==> config.mk <==
export PLATFORM = sky130hd
export DESIGN_NAME = scan_chain_controller
export DESIGN_NICKNAME = d
export VERILOG_FILES = /design/src/rtl/scan_ctrl_pkg.sv /design/src/rtl/scan_serdes_pair.sv /design/src/rtl/scan_chain_controller.sv
export SDC_FILE = /design/constraint.sdc
export NUM_CORES = 1
export LEC_CHECK = 0
export CAP_MARGIN = 20
export CORE_ASPECT_RATIO = 0.6
export CORE_UTILIZATION = 35
export DETAILED_ROUTE_END_ITERATION = 6
export DONT_BUFFER_PORTS = 1
export HOLD_SLACK_MARGIN = 0.1
export PLACE_DENSITY_LB_ADDON = 0.05
export SYNTH_ARGS = -nofsm -noshare
export SYNTH_HDL_FRONTEND = slang
export SYNTH_SLANG_ARGS = --single-unit
==> constraint.sdc <==
create_clock -name clk -period 1.9 [get_ports clk]
set_input_delay 0.095 -clock clk [delete_from_list [all_inputs] [get_ports clk]]
set_output_delay 0.095 -clock clk [all_outputs]
set_load 0.05 [all_outputs]
==> src/rtl/scan_ctrl_pkg.sv <==
// Shared types for the scan chain controller.
package scan_ctrl_pkg;

    typedef enum logic [1:0] {
        IDLE    = 2'd0,
        CAPTURE = 2'd1,
        SHIFT   = 2'd2,
        RESP    = 2'd3
    } scan_ctrl_state_t;

endpackage

==> src/rtl/scan_serdes_pair.sv <==
// Transmit/receive shift register pair: tx unloads MSB first, rx collects the chain's scan_out.
module scan_serdes_pair #(
    parameter int unsigned WIDTH = 8
) (
    input  logic             clk,
    input  logic             rst,
    input  logic             i_load,
    input  logic             i_clear,
    input  logic             i_shift,
    input  logic [WIDTH-1:0] i_pattern,
    input  logic             i_serial_in,
    output logic             o_serial_out,
    output logic [WIDTH-1:0] o_rx
);

    logic [WIDTH-1:0] r_tx;
    logic [WIDTH-1:0] r_rx;

    // Clear zeroes tx so scan_in idles low after an abort.
    always_ff @(posedge clk) begin
        if (rst) begin
            r_tx <= '0;
            r_rx <= '0;
        end else if (i_clear) begin
            r_tx <= '0;
            r_rx <= '0;
        end else if (i_load) begin
            r_tx <= i_pattern;
            r_rx <= '0;
        end else if (i_shift) begin
            r_tx <= {r_tx[WIDTH-2:0], 1'b0};
            r_rx <= {r_rx[WIDTH-2:0], i_serial_in};
        end
    end

    assign o_serial_out = r_tx[WIDTH-1];
    assign o_rx         = r_rx;

endmodule

==> src/rtl/scan_chain_controller.sv <==
// Sequences capture/shift/response for one scan chain; all outputs are registered.
module scan_chain_controller
    import scan_ctrl_pkg::*;
#(
    parameter int unsigned WIDTH = 8
) (
    input  logic             clk,
    input  logic             rst,
    input  logic             req_valid,
    output logic             req_ready,
    input  logic [WIDTH-1:0] req_pattern,
    input  logic             req_capture,
    input  logic             abort,
    output logic             rsp_valid,
    input  logic             rsp_ready,
    output logic [WIDTH-1:0] rsp_data,
    output logic             chain_enable,
    output logic             chain_scan_enable,
    output logic             chain_scan_in,
    input  logic             chain_scan_out,
    output logic             busy
);

    localparam int unsigned       CNT_W    = $clog2(WIDTH);
    localparam logic [CNT_W-1:0]  LAST_CNT = CNT_W'(WIDTH - 1);

    scan_ctrl_state_t r_state;
    scan_ctrl_state_t w_next;
    logic [CNT_W-1:0] r_cnt;
    logic [CNT_W-1:0] w_cnt_next;
    logic             w_load;
    logic             w_clear;
    logic             w_shift;
    logic             r_req_ready;
    logic             r_busy;
    logic             r_chain_enable;
    logic             r_chain_scan_enable;
    logic             r_rsp_valid;
    logic             w_tx_msb;
    logic [WIDTH-1:0] w_rx;

    // Next-state and datapath control.
    always_comb begin
        w_next     = r_state;
        w_cnt_next = r_cnt;
        w_load     = 1'b0;
        w_clear    = 1'b0;
        w_shift    = 1'b0;
        case (r_state)
            IDLE: begin
                if (req_valid) begin
                    w_load     = 1'b1;
                    w_cnt_next = '0;
                    w_next     = req_capture ? CAPTURE : SHIFT;
                end
            end
            CAPTURE: w_next = SHIFT;
            SHIFT: begin
                w_shift    = 1'b1;
                w_cnt_next = r_cnt + 1'b1;
                if (r_cnt == LAST_CNT) begin
                    w_next = RESP;
                end
            end
            RESP: begin
                if (rsp_ready) begin
                    w_next = IDLE;
                end
            end
            default: w_next = IDLE;
        endcase
        if (abort && (r_state != IDLE)) begin
            w_next  = IDLE;
            w_shift = 1'b0;
            w_clear = 1'b1;
        end
    end

    // Outputs are registered from the next state so they line up with r_state.
    always_ff @(posedge clk) begin
        if (rst) begin
            r_state             <= IDLE;
            r_cnt               <= '0;
            r_req_ready         <= 1'b1;
            r_busy              <= 1'b0;
            r_chain_enable      <= 1'b0;
            r_chain_scan_enable <= 1'b0;
            r_rsp_valid         <= 1'b0;
        end else begin
            r_state             <= w_next;
            r_cnt               <= w_cnt_next;
            r_req_ready         <= (w_next == IDLE);
            r_busy              <= (w_next != IDLE);
            r_chain_enable      <= (w_next == CAPTURE);
            r_chain_scan_enable <= (w_next == SHIFT);
            r_rsp_valid         <= (w_next == RESP);
        end
    end

    scan_serdes_pair #(
        .WIDTH(WIDTH)
    ) u_serdes (
        .clk          (clk),
        .rst          (rst),
        .i_load       (w_load),
        .i_clear      (w_clear),
        .i_shift      (w_shift),
        .i_pattern    (req_pattern),
        .i_serial_in  (chain_scan_out),
        .o_serial_out (w_tx_msb),
        .o_rx         (w_rx)
    );

    assign req_ready         = r_req_ready;
    assign busy              = r_busy;
    assign chain_enable      = r_chain_enable;
    assign chain_scan_enable = r_chain_scan_enable;
    assign chain_scan_in     = w_tx_msb;
    assign rsp_valid         = r_rsp_valid;
    assign rsp_data          = w_rx;

endmodule

==> results of run 1 <==
-- synth_stat cells (2+ instances only) --
| cell type | n |
|---|---|
| sky130_fd_sc_hd__nand2_1 | 32 |
| sky130_fd_sc_hd__dfxtp_1 | 26 |
| sky130_fd_sc_hd__nor2_1 | 12 |
| sky130_fd_sc_hd__a21oi_1 | 9 |
| sky130_fd_sc_hd__a311oi_2 | 7 |
| sky130_fd_sc_hd__nand2b_1 | 5 |
| sky130_fd_sc_hd__buf_2 | 3 |
| sky130_fd_sc_hd__a22oi_1 | 2 |
| sky130_fd_sc_hd__buf_6 | 2 |
| sky130_fd_sc_hd__ha_1 | 2 |
| sky130_fd_sc_hd__inv_1 | 2 |
| sky130_fd_sc_hd__nor2b_1 | 2 |
| sky130_fd_sc_hd__or3b_1 | 2 |
-- through the flow --
| stage | hold slack, ps | utilization, % | std cells | power, uW | setup slack (ps) |
|---|---|---|---|---|---|
| after floorplan | 167 | - | 122 | 755 | 544 |
| after global placement | 169 | 38.8 | 161 | 767 | 348 |
| after detailed placement | 171 | 38.8 | 161 | 771 | 336 |
| after CTS | 114 | 44.4 | 176 | 1150 | 294 |
| after global routing | 143 | 44.4 | 176 | 1190 | 158 |
| final | 108 | 44.4 | 176 | 1130 | 309 |
-- worst register-to-register path, stage by stage (launching register included) --
cell                       delay, ps
sky130_fd_sc_hd__dfxtp_1         510
sky130_fd_sc_hd__or3b_1          650
sky130_fd_sc_hd__nand2_1         200
sky130_fd_sc_hd__a311oi_2        100
-- power by group through the flow --
stage	logic (uW)	registers, uW	clock network [uW]
after detailed placement	132	639	0
final	152	627	357
after floorplan	118	638	0
after global placement	129	638	0
after CTS	154	626	373
after global routing	166	632	395
-- logic make-up after synthesis --
| logic type | synth area share [%] |
|---|---|
| buffers and inverters | 6.44 |
| AO/OA/AOI/OAI | 19.9 |
| multiplexers | 0.889 |
| AND/OR/NAND/NOR | 24.3 |
| flip-flops | 46.2 |
| adder cells (fa/ha/maj) | 2.22 |
-- layout make-up --
cell class                      instances  area share, %
Clock buffer                            4           4.18
Inverter                                2          0.570
Multi-Input combinational cell         86           40.5
Sequential cell                        26           39.5
Tap cell                               42           3.99
Timing Repair Buffer                   16           11.2
-- flip-flops by register name, summed over array words and instances (netlist names) --
signal	count
r_cnt	3
rsp_valid	1
chain_enable	1
r_state	2
chain_scan_enable	1
u_serdes.r_tx	8
busy	1
req_ready	1
u_serdes.o_rx	8
-- per-layer routing --
metal / track usage [%] / wire (microns)
met1: 20.6 / 1220
met2: 21.8 / 938
met3: 5.75 / 147
met4: 4.44 / 15
met5: 0 / 0
-- what timing repair did --
| action | 4_1_cts | 5_1_grt |
|---|---|---|
| endpoints found under the setup margin | 0 | 0 |
| hold buffers | 11 | 0 |
| hold endpoints to repair | 15 | 0 |
-- path summary, 6_finish.rpt --
path,from,end,slack [ps],depth (start not counted)
worst min register to register,u_serdes.o_rx[5],u_serdes.o_rx[6],480,2
worst max register to register,r_state[1],u_serdes.r_tx[3],310,3
worst max-delay path,r_state[1],u_serdes.r_tx[3],310,3
worst min-delay path,rsp_ready,r_state[1],110,3
==> impl_metrics.py, run 1 <==
metrics = {
    "sta": {
        "timing.final.setup_violations": 0,
        "finalHoldViolations": 0,
        "timing.final.crit_share_pct": 83.8,
        "worst_clock_skew_ps": 6.56,
        "period_minus_slack_ps": 1590,
        "drv_slew": 0,
        "timing.fmax_mhz": 628,
        "worstMarginPinSlew_ps": 575,
        "grt_setup_unrepaired": "no",
        "max_slew_margin_pct": 61.7,
        "setup-tns-final_ps": 0,
    },
    "synth": {
        "synth_seq_cells": 26,
        "yosys_most_used_dff": "sky130_fd_sc_hd__dfxtp_1",
        "synthesis.yosys.warnings": 0,
        "post_synth_num_cell_types": 29,
        "postSynth.asyncResetShare_pct": 0,
        "netlist.top_cell.by_area": "sky130_fd_sc_hd__dfxtp_1",
        "post_synth_edffs": 0,
        "synthDominantCellAreaShare_pct": 46.2,
        "syn-mean-instance-area_sq_um": 9.23,
        "post_synth_inst_count": 122,
        "syn_nets": 139,
        "post_synth_main_area_contributors": "sky130_fd_sc_hd__dfxtp_1 46%, sky130_fd_sc_hd__nand2_1 11%, sky130_fd_sc_hd__a311oi_2 9.3%",
        "syn_area_sq_um": 1130,
        "synth_sequential_area_ratio_pct": 46.2,
    },
    "clock_network": {
        "numCtsBuffers": 3,
        "max-clock-path-buffers": 2,
        "clock_latency_ps": 270,
        "post_cts_resized": 0,
        "cts.repair_timing.setup_buffer_count": 0,
        "ctsRootBufferMaster": "sky130_fd_sc_hd__clkbuf_8",
        "worst_path_clk_slew_ps": 90,
        "htree_num_levels": 1,
        "cts_sinks": 26,
        "clock_tree_from_tritoncts": "built",
    },
    "power_and_ir_drop": {
        "power.clock.fraction_pct": 31.4,
        "cellPowerDensity_nw_per_um2": 862,
        "p_sw_uw": 307,
        "comb_power_share_pct": 13.4,
        "vdd_drop_max_mv": 0.239,
        "power.internal_uw": 828,
        "seq_power_share_pct": 55.2,
        "power.share.switching_pct": 27.1,
        "power.static_leakage_uw": 0.000475,
    },
    "critical_path": {
        "end_kind": "flop",
        "setup.worst_path.class": "flop to flop",
        "critPathMaxStageDelay_ps": 650,
        "critical_path.n_buffers_inverters": 0,
        "top_delay_family_on_crit_path": "simple AND/OR/NAND/NOR gates",
        "cp.arrival_ps": 1740,
        "critPathSlowestCell": "sky130_fd_sc_hd__or3b_1",
        "crit_chain": "or3b_1, nand2_1, a311oi_2",
        "cp_max_fo": 16,
        "timing.critical_path.from_type": "flop",
        "cp.required_ps": 2050,
    },
    "hold_path": {
        "worst_hold_path_type": "primary input to flop",
    },
    "cells_and_area": {
        "finish.net_count": 152,
        "fin_area_sq_um": 1320,
        "nFillCells": 321,
        "antennaDiodeCount": 0,
        "multi_input_comb_area_sq_um": 533,
        "post_route_cells_drive_above_1_share_pct": 13.4,
        "layout.cells.most_common_list": "32 x sky130_fd_sc_hd__nand2_1, 26 x sky130_fd_sc_hd__dfxtp_1, 12 x sky130_fd_sc_hd__nor2_1",
        "layout_commonest_cell": "sky130_fd_sc_hd__nand2_1",
        "area_growth_pct": 16.9,
        "register_area_sq_um": 520,
    },
    "detailed_routing": {
        "post_drt_via_cell_ratio": 4.92,
        "initialDrtViolationCount": 31,
        "routed-via-count": 866,
        "routed_wl_microns": 2330,
        "avgRoutedWirePerCell_microns": 13.2,
        "drt_drc_violations_left": 0,
        "ant_nets": 0,
        "drt_pass1_iterations": 4,
    },
    "floorplan": {
        "i_o_pins": 29,
        "die_area_sq_um": 3460,
        "floorplan.initialDensity_pct": 38.0,
        "die_height_microns": 45.9,
        "core_sq_um": 2970,
        "num_rows": 15,
        "chipWidth_microns": 75.2,
    },
    "global_route": {
        "global_route_wire_length_before_repair_microns": 3690,
        "grt_antenna_before_repair": 0,
        "track_usage_pct": 15.0,
        "grt_max_degree": 18,
        "first_global_vias": 775,
        "global_route.overflow_total": 0,
    },
    "place": {
        "place.port_buffers": 0,
        "placed_cell_area_sq_um": 1150,
        "gp_routability_congestion": 0.668,
        "dp_hpwl_microns": 1630,
    },
    "outcome": {
        "status": "finished clean",
    },
    "run": {
        "drv.max_cap_violation_count": 0,
    },
}
Note: power is estimated with default switching activity, not from simulation.
==> run 2, diff against run 1 <==
- ABC_AREA: default -> 1
- clock period: 1.9 -> 1.6 ns (I/O delays scaled with it)
==> run 2 against run 1 <==
- sequential share of layout area fell by 2.0 points
- critical path depth grew 3
- flip-flop and latch count stayed put
- first-iteration DRC count increased to 3.2 times the previous value
- global-route usage rose by 0.34 points
- largest cell class is now registers
- largest power group unchanged
- clock skew shrank 2.4 ps
- sequential power increased by 19%
==> impl_metrics.py, run 2 <==
metrics = {
    "outcome": {
        "status": "finished clean",
    },
    "power_and_ir_drop": {
        "power.internal_uw": 946,
        "totalPowerFinal_uw": 1330,
        "cellPowerDensity_nw_per_um2": 959,
        "seq_power_share_pct": 56.3,
        "p_sw_uw": 382,
        "power.clock.fraction_pct": 26.5,
        "comb_power_share_pct": 17.2,
        "power.share.switching_pct": 28.8,
        "power.static_leakage_uw": 0.000623,
        "vdd_drop_max_mv": 0.440,
    },
    "global_route": {
        "grt_antenna_before_repair": 0,
        "first_global_vias": 867,
        "global_route_wire_length_before_repair_microns": 3800,
        "global_route.overflow_total": 0,
        "track_usage_pct": 15.3,
        "grt_max_degree": 25,
    },
    "critical_path": {
        "cp.arrival_ps": 1590,
        "top_delay_family_on_crit_path": "simple AND/OR/NAND/NOR gates",
        "timing.critical_path.from_type": "flop",
        "end_kind": "flop",
        "cp.required_ps": 1790,
        "cp_max_fo": 24,
        "setup.worst_path.class": "flop to flop",
        "critPathSlowestCell": "sky130_fd_sc_hd__dfxtp_1",
        "critical_path.n_buffers_inverters": 2,
        "crit_chain": "inv_2, nor2_4, nand2_4, clkinv_1, nand2_1, a21oi_1",
        "critPathMaxStageDelay_ps": 430,
    },
    "sta": {
        "worstMarginPinSlew_ps": 487,
        "timing.final.setup_violations": 0,
        "timing.final.crit_share_pct": 87.2,
        "max_slew_margin_pct": 67.5,
        "finalHoldViolations": 0,
        "period_minus_slack_ps": 1400,
        "grt_setup_unrepaired": "no",
        "timing.fmax_mhz": 717,
        "fin_ws_ps": 205,
        "drv_slew": 0,
        "setup-tns-final_ps": 0,
        "worst_clock_skew_ps": 4.19,
    },
    "synth": {
        "synth.cells.most_frequent": "46 x sky130_fd_sc_hd__nand2_1, 26 x sky130_fd_sc_hd__dfxtp_1, 21 x sky130_fd_sc_hd__nor2_1",
        "post_synth_main_area_contributors": "sky130_fd_sc_hd__dfxtp_1 48%, sky130_fd_sc_hd__nand2_1 16%, sky130_fd_sc_hd__nor2_1 7.2%",
        "synth_sequential_area_ratio_pct": 47.7,
        "syn_area_sq_um": 1090,
        "synth_seq_cells": 26,
        "netlist.top_cell.by_area": "sky130_fd_sc_hd__dfxtp_1",
        "syn_nets": 166,
        "post_synth_inst_count": 149,
        "yosys_most_used_dff": "sky130_fd_sc_hd__dfxtp_1",
        "post_synth_edffs": 0,
        "synthesis.yosys.warnings": 0,
        "postSynth.asyncResetShare_pct": 0,
        "synthDominantCellAreaShare_pct": 47.7,
        "post_synth_num_cell_types": 17,
        "syn-mean-instance-area_sq_um": 7.32,
        "synth.most_common_cell": "sky130_fd_sc_hd__nand2_1",
    },
    "clock_network": {
        "max-clock-path-buffers": 2,
        "worst_path_clk_slew_ps": 80,
        "numCtsBuffers": 3,
        "clock_tree_from_tritoncts": "built",
        "cts_sinks": 26,
        "htree_num_levels": 1,
        "clock_latency_ps": 260,
        "ctsRootBufferMaster": "sky130_fd_sc_hd__clkbuf_8",
    },
    "detailed_routing": {
        "drt_pass1_iterations": 4,
        "avgRoutedWirePerCell_microns": 11.0,
        "routed-via-count": 1008,
        "initialDrtViolationCount": 98,
        "routed_wl_microns": 2370,
        "ant_nets": 0,
        "drt_drc_violations_left": 0,
        "post_drt_via_cell_ratio": 4.69,
    },
    "floorplan": {
        "num_rows": 15,
        "core_sq_um": 2910,
        "i_o_pins": 29,
        "floorplan.initialDensity_pct": 37.5,
        "die_area_sq_um": 3350,
        "die_height_microns": 45.2,
        "chipWidth_microns": 74.1,
    },
    "place": {
        "dp_hpwl_microns": 1580,
        "place_worst_setup_slack_ps": 77.4,
        "place.port_buffers": 0,
        "gp_routability_congestion": 0.843,
        "dp_cells": 199,
    },
    "cells_and_area": {
        "layout.cells.most_common_list": "46 x sky130_fd_sc_hd__nand2_1, 26 x sky130_fd_sc_hd__dfxtp_1, 21 x sky130_fd_sc_hd__nor2_1",
        "post_route_cells_drive_above_1_share_pct": 13.3,
        "stdcell_count": 215,
        "area_growth_pct": 26.9,
        "antennaDiodeCount": 0,
        "finish.net_count": 192,
        "layout_commonest_cell": "sky130_fd_sc_hd__nand2_1",
    },
    "run": {
        "drv.max_cap_violation_count": 0,
    },
    "hold_path": {
        "worst_hold_path_type": "primary input to flop",
    },
}
## run 2: cell families (layout without fill, tap and decap cells)
family                     count (synthesis)  after routing  synth area share, %
adders and majority gates                  2              2                 2.29
buffers and inverters                     13             37                 5.05
and+or+nand+nor                           94             94                 38.5
AOI/OAI and AO/OA                         14             14                 6.42
DFF                                       26             26                 47.7
## run 2: area by class of cell
type,count,area [sq um]
multi-input combinational,110,520
clock buffer,3,41.3
fill,299,1520
sequential,26,520
inverter,10,37.5
timing repair buffer,24,213
tap,42,52.6
## run 2: power groups by stage
stage / clock, uW / sequential, uW / combinational, uW
floorplan: 0 / 770 / 147
global placement: 0 / 762 / 198
detailed placement: 0 / 762 / 200
CTS: 376 / 747 / 227
global route: 391 / 753 / 261
finish: 352 / 748 / 229
## run 2: tightest hold or removal path, stage by stage
cell and delay, ps:
sky130_fd_sc_hd__nand3b_1 70, sky130_fd_sc_hd__nand2_1 60, sky130_fd_sc_hd__nand2_1 50, sky130_fd_sc_hd__nand2_1 40, sky130_fd_sc_hd__nand2_1 40
## run 2: final timing paths
path / start / end / slack, ps / cells after the start
max reg2reg: r_state[1] / u_serdes.o_rx[4] / 200 / 6
min: req_valid / req_ready / 120 / 5
max: r_state[1] / u_serdes.o_rx[4] / 200 / 6
min reg2reg: r_cnt[1] / r_cnt[1] / 470 / 2
## run 2: metrics by stage
step                util (%)  area (sq um)  hold slack, ps
floorplan                  -          1090             149
global placement        41.5          1210             153
detailed placement      41.5          1210             153
CTS                     47.4          1380             103
global route            47.6          1390             138
finish                  47.6          1390             116
## run 2: repair_timing
| item | in CTS | in global routing |
|---|---|---|
| setup endpoints to repair | 0 | 8 |
| endpoints found under the hold margin | 17 | 0 |
| buffers inserted | 0 | 0 |
| resized for setup | 0 | 1 |
| hold buffers | 13 | 0 |
## run 2: metal layers
layer | wire length, microns | part of all wire, % | vias up | GRT usage [%]
li1 | - | - | 529 | -
met1 | 1130 | 48 | 450 | 19.5
met2 | 1040 | 44 | 25 | 24.7
met3 | 169 | 7.1 | 4 | 5.36
met4 | 27 | 1.1 | 0 | 4.62
met5 | 0 | 0 | - | 0
